===== src/rtl/fetch_stage.sv =====
// Instruction-fetch stage: owns the PC, keeps one instruction-memory access in
// flight at a time, and fills the IF/ID register that feeds register_file.
// It handles ID back-pressure with a one-word skid register, EX redirects by
// flushing and refetching, and any memory latency of one cycle or more.
module fetch_stage #(
  parameter logic [31:0] PC_RESET = 32'h0000_0000,
  parameter logic [31:0] NOP      = 32'h0000_0000
) (
  input  logic        clk,
  input  logic        rst_n,
  output logic [31:0] imem_addr,
  output logic        imem_req,
  input  logic [31:0] imem_rdata,
  input  logic        imem_rvalid,
  input  logic        stall_id,
  input  logic        redirect,
  input  logic [31:0] redirect_pc,
  output logic [31:0] instruction,
  output logic [31:0] pc_plus4,
  output logic        if_valid
);

  typedef enum logic [2:0] {
    S_IDLE = 3'd0,
    S_REQ  = 3'd1,
    S_WAIT = 3'd2,
    S_HOLD = 3'd3,
    S_DROP = 3'd4
  } state_t;

  state_t      r_state, w_state_nxt;
  logic [31:0] r_pc, w_pc_nxt;
  logic [31:0] r_skid, w_skid_nxt;
  logic [31:0] r_instr, r_pc4;
  logic        r_vld;

  logic        w_free;     // IF/ID can take a word at this edge
  logic        w_load;     // IF/ID takes w_load_data at this edge
  logic [31:0] w_load_data;
  logic [31:0] w_pc4;
  logic [31:0] w_rpc;

  assign w_free    = !r_vld || !stall_id;
  assign w_pc4     = r_pc + 32'd4;          // wraps modulo 2^32
  assign w_rpc     = redirect_pc & ~32'h3;

  assign imem_req    = (r_state == S_REQ);
  assign imem_addr   = r_pc;
  assign instruction = r_instr;
  assign pc_plus4    = r_pc4;
  assign if_valid    = r_vld;

  // State, PC and skid register
  always_ff @(posedge clk or negedge rst_n) begin
    if (!rst_n) begin
      r_state <= S_IDLE;
      r_pc    <= PC_RESET;
      r_skid  <= '0;
    end else begin
      r_state <= w_state_nxt;
      r_pc    <= w_pc_nxt;
      r_skid  <= w_skid_nxt;
    end
  end

  // Next-state, PC and IF/ID load decision; redirect overrides everything
  always_comb begin
    w_state_nxt = r_state;
    w_pc_nxt    = r_pc;
    w_skid_nxt  = r_skid;
    w_load      = 1'b0;
    w_load_data = r_skid;
    if (redirect) begin
      w_pc_nxt   = w_rpc;
      w_skid_nxt = '0;
      case (r_state)
        S_REQ:   w_state_nxt = S_DROP;
        S_WAIT:  w_state_nxt = imem_rvalid ? S_REQ : S_DROP;
        // A response landing in the same cycle retires the in-flight access,
        // so waiting for another one would never end.
        S_DROP:  w_state_nxt = imem_rvalid ? S_REQ : S_DROP;
        default: w_state_nxt = S_REQ;
      endcase
    end else begin
      case (r_state)
        S_IDLE: w_state_nxt = S_REQ;
        S_REQ:  w_state_nxt = S_WAIT;
        S_WAIT: begin
          if (imem_rvalid) begin
            if (w_free) begin
              w_load      = 1'b1;
              w_load_data = imem_rdata;
              w_pc_nxt    = w_pc4;
              w_state_nxt = S_REQ;
            end else begin
              w_skid_nxt  = imem_rdata;
              w_state_nxt = S_HOLD;
            end
          end
        end
        S_HOLD: begin
          if (!stall_id) begin
            w_load      = 1'b1;
            w_load_data = r_skid;
            w_skid_nxt  = '0;
            w_pc_nxt    = w_pc4;
            w_state_nxt = S_REQ;
          end
        end
        S_DROP: begin
          if (imem_rvalid) w_state_nxt = S_REQ;
        end
        default: w_state_nxt = S_IDLE;
      endcase
    end
  end

  // IF/ID register: flush on redirect, load new word, bubble when consumed, else hold
  always_ff @(posedge clk or negedge rst_n) begin
    if (!rst_n) begin
      r_instr <= NOP;
      r_pc4   <= '0;
      r_vld   <= 1'b0;
    end else if (redirect) begin
      r_instr <= NOP;
      r_vld   <= 1'b0;
    end else if (w_load) begin
      r_instr <= w_load_data;
      r_pc4   <= w_pc4;
      r_vld   <= 1'b1;
    end else if (!stall_id) begin
      r_instr <= NOP;
      r_vld   <= 1'b0;
    end
  end

endmodule

===== config.mk =====
export PLATFORM = sky130hd
export DESIGN_NAME = fetch_stage
export DESIGN_NICKNAME = d
export VERILOG_FILES = /design/src/rtl/fetch_stage.sv
export SDC_FILE = /design/constraint.sdc
export NUM_CORES = 1
export LEC_CHECK = 0
export ABC_AREA = 1
export BUFFER_PORTS_ARGS = -buffer_cell sky130_fd_sc_hd__buf_2
export CORE_AREA = 4 4 209 109
export CTS_BUF_LIST = sky130_fd_sc_hd__clkbuf_2 sky130_fd_sc_hd__clkbuf_4 sky130_fd_sc_hd__clkbuf_8
export CTS_CLUSTER_DIAMETER = 40
export DETAILED_ROUTE_END_ITERATION = 7
export DIE_AREA = 0 0 213 113
export PLACE_DENSITY = 0.54
export SLEW_MARGIN = 10
export SYNTH_ARGS = -nofsm -noshare
export SYNTH_HDL_FRONTEND = slang
export SYNTH_SLANG_ARGS = --single-unit

===== constraint.sdc =====
create_clock -name clk -period 1.8 [get_ports clk]
set_input_delay 0.36 -clock clk [delete_from_list [all_inputs] [get_ports clk]]
set_output_delay 0.36 -clock clk [all_outputs]
set_load 0.01 [all_outputs]

==> out/qor.csv, run 1 <==
stage,metric,value,unit
die,Die Area,0.0241,sq mm
routing,DRT iter0 DRCs,525,
worst_setup_path,worst path arrival time,2.10,ns
clock_tree,CTS Buf Count,17,
worst_setup_path,WP data required,2.15,ns
timing,Clock Skew,0.0151,ns
synth,Synth Cell Area,0.00685,sq mm
global_route,largest net degree at the start of global routing,55,
global_route,vias in the first global route,6190,
hold_path,worst min-delay path class,primary input to flip-flop,
pwr,Comb pwr share,0.422,
layout,nets@finish,1269,
global_route,initial antenna violation count,1,
layout,layout overhead on the synthesized area,31.1,%
placement,port bufs,160,
synth,Post-Synthesis Cells,994,
layout,fin area,0.00898,sq mm
synth,largest family of logic cells by synthesized area,simple AND/OR/NAND/NOR gates,
outcome,status,finished clean,
layout,final core utilization,0.424,
die,row cnt,38,
placement,dpl cell area,0.00846,sq mm
routing,detailed-route via count,6936,
clock_tree,H-Tree Depth,4,
synth,Async SR Flop Fraction,1.00,
synth,Synth Area in Compound Gates,0.0517,
synth,Synth area leaders,"dfrtp_1, nand2_1, nand3_1",
synth,number of synthesis warnings,0,
synth,Post-Synth XOR/XNOR Area,0.0102,
global_route,first-pass GRT wire length,35900,microns
pwr,Reg power frac,0.382,
pwr,Sw Share,0.424,
global_route,total congestion overflow,0,
layout,Non-Filler Instances,1493,
synth,Yosys cell types,29,
timing,hold violation count in the final report,0,
worst_setup_path,CP Launch Type,flip-flop,
clock_tree,clk root buf,clkbuf_8,
die,Initial Util,0.324,
die,core area,0.0212,sq mm
clock_tree,CTS Sinks,128,
pwr,Leak,5.07,nW
pwr,Pwr Density,1400,mW/mm^2
pwr,Clock Power Share,0.197,
placement,DP Cell Count,1455,
global_route,all-layer global routing usage,0.195,
routing,vias per cell,4.65,
clock_tree,clk slew on worst S/H paths,0.08,ns
synth,#FFs+latches synth,128,
pwr,cell internal pwr,7.26,mW
synth,Mean Syn Cell Area,6.89,sq um
routing,Total Wirelength,23000,microns
synth,Post-Synth Adder-Cell Area,0.00183,
placement,Post-DP HPWL,17100,microns
synth,multiplexer share of the synthesized area,0,
synth,"Seq/Total Area, Yosys",0.468,
synth,number of synthesized flops with an enable pin,0,
timing,Final Setup Violations,0,
routing,Avg WL per Cell,15.4,microns
synth,share of the synthesized area in the top cell type,0.468,
routing,Residual DRC,0,
timing,Final min period,1.75,ns
die,Die Span Y,113,microns
pwr,Power Total,12.6,mW
worst_setup_path,worst setup path category,flip-flop to flip-flop,
worst_setup_path,crit end category,flip-flop,
synth,simple-gate share of the synthesized area,0.390,
pwr,maximum vdd drop,648,uV
job,max-cap viol count,0,
synth,leading area contributor after synthesis,dfrtp_1,
layout,ratio of cells with drive above 1 in the final layout,0.243,
timing,Max Fclk,570,MHz
placement,gpl congestion,0.887,
die,Horiz. Die Dim,213,microns
worst_setup_path,"critical path fanouts, max",3,
clock_tree,CTS tree,built,
routing,1st-pass router iterations,5,
timing,final-report max-slew violation count,0,
pwr,NetSw,5.35,mW
timing,fin crit share,0.974,
routing,post-route ant nets,0,
clock_tree,clock tree buffer depth,2,
die,IO Pins,167,
synth,ys flop type,dfrtp_1,
clock_tree,Clock Latency Late Sink,0.46,ns
[per-layer routing]
layer / global-route usage / part of all wire / wire [microns]
met5: 0 / 0 / 0
met4: 0.0489 / 0.0093 / 213
met3: 0.0634 / 0.078 / 1790
met2: 0.226 / 0.36 / 8200
met1: 0.328 / 0.56 / 12800
[critical path, cell delays in order (launching register included)]
cell	delay [ns]
dfrtp_1	0.38
ha_2	0.19
nand2_2	0.08
nor2_4	0.16
buf_4	0.14
nand2_2	0.09
nor2_4	0.15
nand2_1	0.06
nand2_1	0.07
nand2_1	0.17
nand2_1	0.10
nand2_1	0.05
[per-stage QoR]
stage | hold WS [ns] | setup WS, ns | TNS [ns]
4_1_cts | 0.178 | 0.0326 | 0
6_report | 0.218 | 0.0464 | 0
2_1_floorplan | 0.0644 | 0.136 | 0
5_1_grt | 0.209 | -0.00325 | -0.00464
3_3_place_gp | 0.246 | -0.0776 | -0.230
3_5_place_dp | 0.245 | -0.0931 | -0.496
[worst paths after layout]
path	start	endpoint	slack, ns	depth (start not counted)
max	imem_addr[3]	pc_plus4[24]	0.05	11
min in group asynchronous	rst_n	pc_plus4[19]	0.33	2
min	redirect_pc[3]	imem_addr[3]	0.22	5
min reg2reg	pc_plus4[12]	pc_plus4[12]	0.47	2
max in group asynchronous	rst_n	pc_plus4[27]	0.91	3
max reg2reg	imem_addr[3]	pc_plus4[24]	0.05	11
[cell usage after synthesis (2+ instances only)]
library cell / count
nand2_1: 433
dfrtp_1: 128
nor2_1: 121
nand3_1: 100
inv_1: 72
o21ai_0: 57
buf_2: 20
clkbuf_1: 19
buf_4: 9
xor2_1: 7
a21oi_1: 3
buf_1: 3
nand4_1: 3
a21boi_0: 2
nand3b_1: 2
o21ai_1: 2
[timing repair]
action                     in CTS  in global routing
resized for setup               9                 24
buffers inserted                0                  4
setup endpoints to repair      21                 50
pin swaps                       0                  3
hold endpoints to repair       17                  0
hold buffers                    1                  0
[area by class of cell]
type                            count  area, sq um
Tap cell                          280          350
Timing Repair Buffer              235         1530
Fill cell                        2252        12200
Clock inverter                      9         81.3
Multi-Input combinational cell    744         3240
Sequential cell                   128         3200
Inverter                           73          274
Antenna cell                        1         2.50
Clock buffer                       23          304
[cells in the final DEF (no fill, tap or decap), types with 3 or more instances in the layout]
cell,count
buf_4,63
o21ai_1,6
nand4_1,3
conb_1,4
inv_1,72
nor2_1,112
clkinvlp_4,3
o21ai_0,52
clkbuf_8,21
nand2_2,6
buf_2,158
nor2_2,5
nor2_4,5
xor2_1,6
clkinv_2,4
buf_12,12
nand2_1,426
dfrtp_1,127
nand3_1,100
[logic make-up after synthesis]
| group | after synthesis |
|---|---|
| buf+inv | 125 |
| xor+xnor | 8 |
| other cells | 1 |
| compound gates | 66 |
| fa+ha+maj | 1 |
| flops | 128 |
| simple gates | 665 |
[sequential cells by signal (all words and copies together), names as in the netlist]
register,count
r_state,3
r_skid,32
instruction,32
pc_plus4,30
imem_addr,30
if_valid,1
[power groups by stage]
| stage | logic [mW] | registers (mW) | clock network (mW) |
|---|---|---|---|
| 6_report | 5.32 | 4.81 | 2.48 |
| 2_1_floorplan | 2.44 | 5.04 | 0 |
| 5_1_grt | 5.98 | 4.97 | 2.70 |
| 3_5_place_dp | 5.21 | 4.82 | 0 |
| 3_3_place_gp | 5.17 | 4.82 | 0 |
| 4_1_cts | 5.25 | 4.79 | 2.57 |
Power figures use the tool's default switching activity.
==> inputs of run 2 (changes only) <==
Settings changed: PLACE_DENSITY 0.54 to 0.56.
Clock period 1.8 ns to 1.6 ns, I/O delays scaled along.
==> run 2 against run 1 <==
Effect of this change: largest power group unchanged; die area unchanged; routed wire length grew 11%; via count is 4.7% higher; global-route usage grew 0.099 points; critical path type unchanged; critical endpoint is now instruction[31]; register-to-register slack worse by 0.14 ns; the flow now finishes with violations (setup timing); highest routed layer unchanged.
==> out/qor.csv, run 2 (synthesized netlist as in run 1, its figures left out) <==
stage,metric,value,unit
global_route,all-layer global routing usage,0.196,
worst_setup_path,worst setup path category,flip-flop to flip-flop,
die,row cnt,38,
timing,Final min period,1.69,ns
die,Die Span Y,113,microns
hold_path,HP Start,redirect_pc[3],
clock_tree,clk slew on worst S/H paths,0.09,ns
routing,Total Wirelength,25500,microns
routing,DRT iter0 DRCs,616,
clock_tree,H-Tree Depth,4,
pwr,Leak,5.63,nW
outcome,status,"finished, violations left",
hold_path,end of the worst hold path,imem_addr[3],
layout,FF/Latch Area,0.00321,sq mm
worst_setup_path,Worst R2R End,instruction[31],
job,max-cap viol count,0,
clock_tree,CTS Buf Count,17,
clock_tree,CTS tree,built,
layout,"most common cell after layout, fill and taps aside",nand2_1,
layout,nets@finish,1311,
timing,final-report max-slew violation count,0,
die,core area,0.0212,sq mm
routing,Residual DRC,0,
hold_path,worst hold path depth,5,
timing,unrepaired setup endpoints after global routing,true,
layout,final core utilization,0.476,
layout,multi-input logic area,0.00369,sq mm
global_route,largest net degree at the start of global routing,50,
worst_setup_path,WP data required,2.00,ns
routing,detailed-route via count,7259,
global_route,vias in the first global route,6623,
clock_tree,Clock Latency Late Sink,0.47,ns
layout,layout overhead on the synthesized area,47.1,%
layout,ratio of cells with drive above 1 in the final layout,0.360,
worst_setup_path,"critical path fanouts, max",6,
timing,hold violation count in the final report,0,
routing,vias per cell,4.73,
pwr,Pwr Density,1590,mW/mm^2
timing,Clock Skew,0.0193,ns
layout,fin area,0.0101,sq mm
worst_setup_path,internal reg-to-reg setup slack,-0.09,ns
placement,gpl congestion,0.853,
placement,dpl cell area,0.00864,sq mm
clock_tree,clk root buf,clkbuf_8,
die,Initial Util,0.324,
routing,1st-pass router iterations,5,
worst_setup_path,worst path arrival time,2.09,ns
worst_setup_path,Register-to-Register Path Depth,8,
global_route,first-pass GRT wire length,36600,microns
timing,fin crit share,1.06,
routing,post-route ant nets,0,
layout,fillers,2094,
timing,Max Fclk,591,MHz
hold_path,worst min-delay path class,primary input to flip-flop,
worst_setup_path,CP max stage delay,0.41,ns
placement,post-place setup slack,-0.172,ns
outcome,violated checks,setup timing,
worst_setup_path,crit-path cells,buf_4 -> nor2_4 -> nand3_4 -> a21oi_4 -> buf_6 -> clkbuf_16 -> nand2_2 -> nand2_1,
worst_setup_path,reg2reg start,r_state[0],
clock_tree,clock tree buffer depth,2,
placement,port bufs,160,
timing,final worst slack,-0.0912,ns
worst_setup_path,"Max stage delay cell, worst path",dfrtp_1,
timing,Final Setup Violations,113,
worst_setup_path,CP Launch Type,flip-flop,
die,Die Area,0.0241,sq mm
worst_setup_path,crit end category,flip-flop,
global_route,total congestion overflow,0,
layout,Non-Filler Instances,1535,
pwr,Power Total,16.0,mW
pwr,maximum vdd drop,854,uV
placement,Post-DP HPWL,17000,microns
die,Horiz. Die Dim,213,microns
die,IO Pins,167,
layout,"commonest cells after routing, fill and taps aside","nand2_1, buf_2, dfrtp_1, nand3_1, nor2_1",
placement,DP Cell Count,1475,
clock_tree,CTS Sinks,128,
routing,Avg WL per Cell,16.6,microns
global_route,initial antenna violation count,1,
-- run 2: critical path, delay by kind of cell (launching register included) --
| family | cells | cell delay [ns] |
|---|---|---|
| compound gates | 1 | 0.22 |
| buf+inv | 3 | 0.53 |
| flops | 1 | 0.41 |
| simple gates | 4 | 0.47 |
-- run 2: final cells by class --
cell class                      count  share of cell area
Antenna cell                        1            0.000248
Clock buffer                       17              0.0232
Clock inverter                     15              0.0161
Inverter                           73              0.0278
Multi-Input combinational cell    744               0.366
Sequential cell                   128               0.318
Tap cell                          280              0.0348
Timing Repair Buffer              277               0.214
-- run 2: report_power, final --
group | switching [mW] | internal [mW]
Sequential | 1.06 | 4.42
Clock | 1.50 | 1.40
Combinational | 4.36 | 3.28
-- run 2: how the worst max path moves through the flow --
stage                                  to  depth (start not counted)  slack [ns]    startpoint
after floorplan                r_skid[19]                          9      -0.006    r_state[2]
after CTS                        imem_req                          3       -0.07    r_state[1]
after global routing        imem_addr[14]                         10       -0.20    r_state[0]
after global placement       pc_plus4[22]                         11       -0.12  imem_addr[2]
after detailed placement     pc_plus4[22]                         11       -0.17  imem_addr[3]
final                     instruction[31]                          8       -0.09    r_state[0]
-- run 2: timing repair --
action,CTS,global route
setup buffers,5,11
hold endpoints to repair,34,0
setup endpoints to repair,83,128
hold buffers,1,0
gates resized for setup,39,175
cloned,0,11
pin swaps,6,32
-- run 2: routing by layer --
layer,track usage,vias to the layer above,part of all wire
li1,-,3573,-
met1,0.328,3409,0.54
met2,0.236,259,0.35
met3,0.0560,18,0.10
met4,0.0450,0,0.011
met5,0,-,0
-- run 2: metrics by stage --
stage               setup TNS, ns  hold slack, ns
global route               -16.96           0.165
detailed placement          -3.43           0.280
CTS                         -1.27           0.119
global placement            -1.89           0.276
floorplan                  -0.164          0.0244
finish                      -5.64           0.161
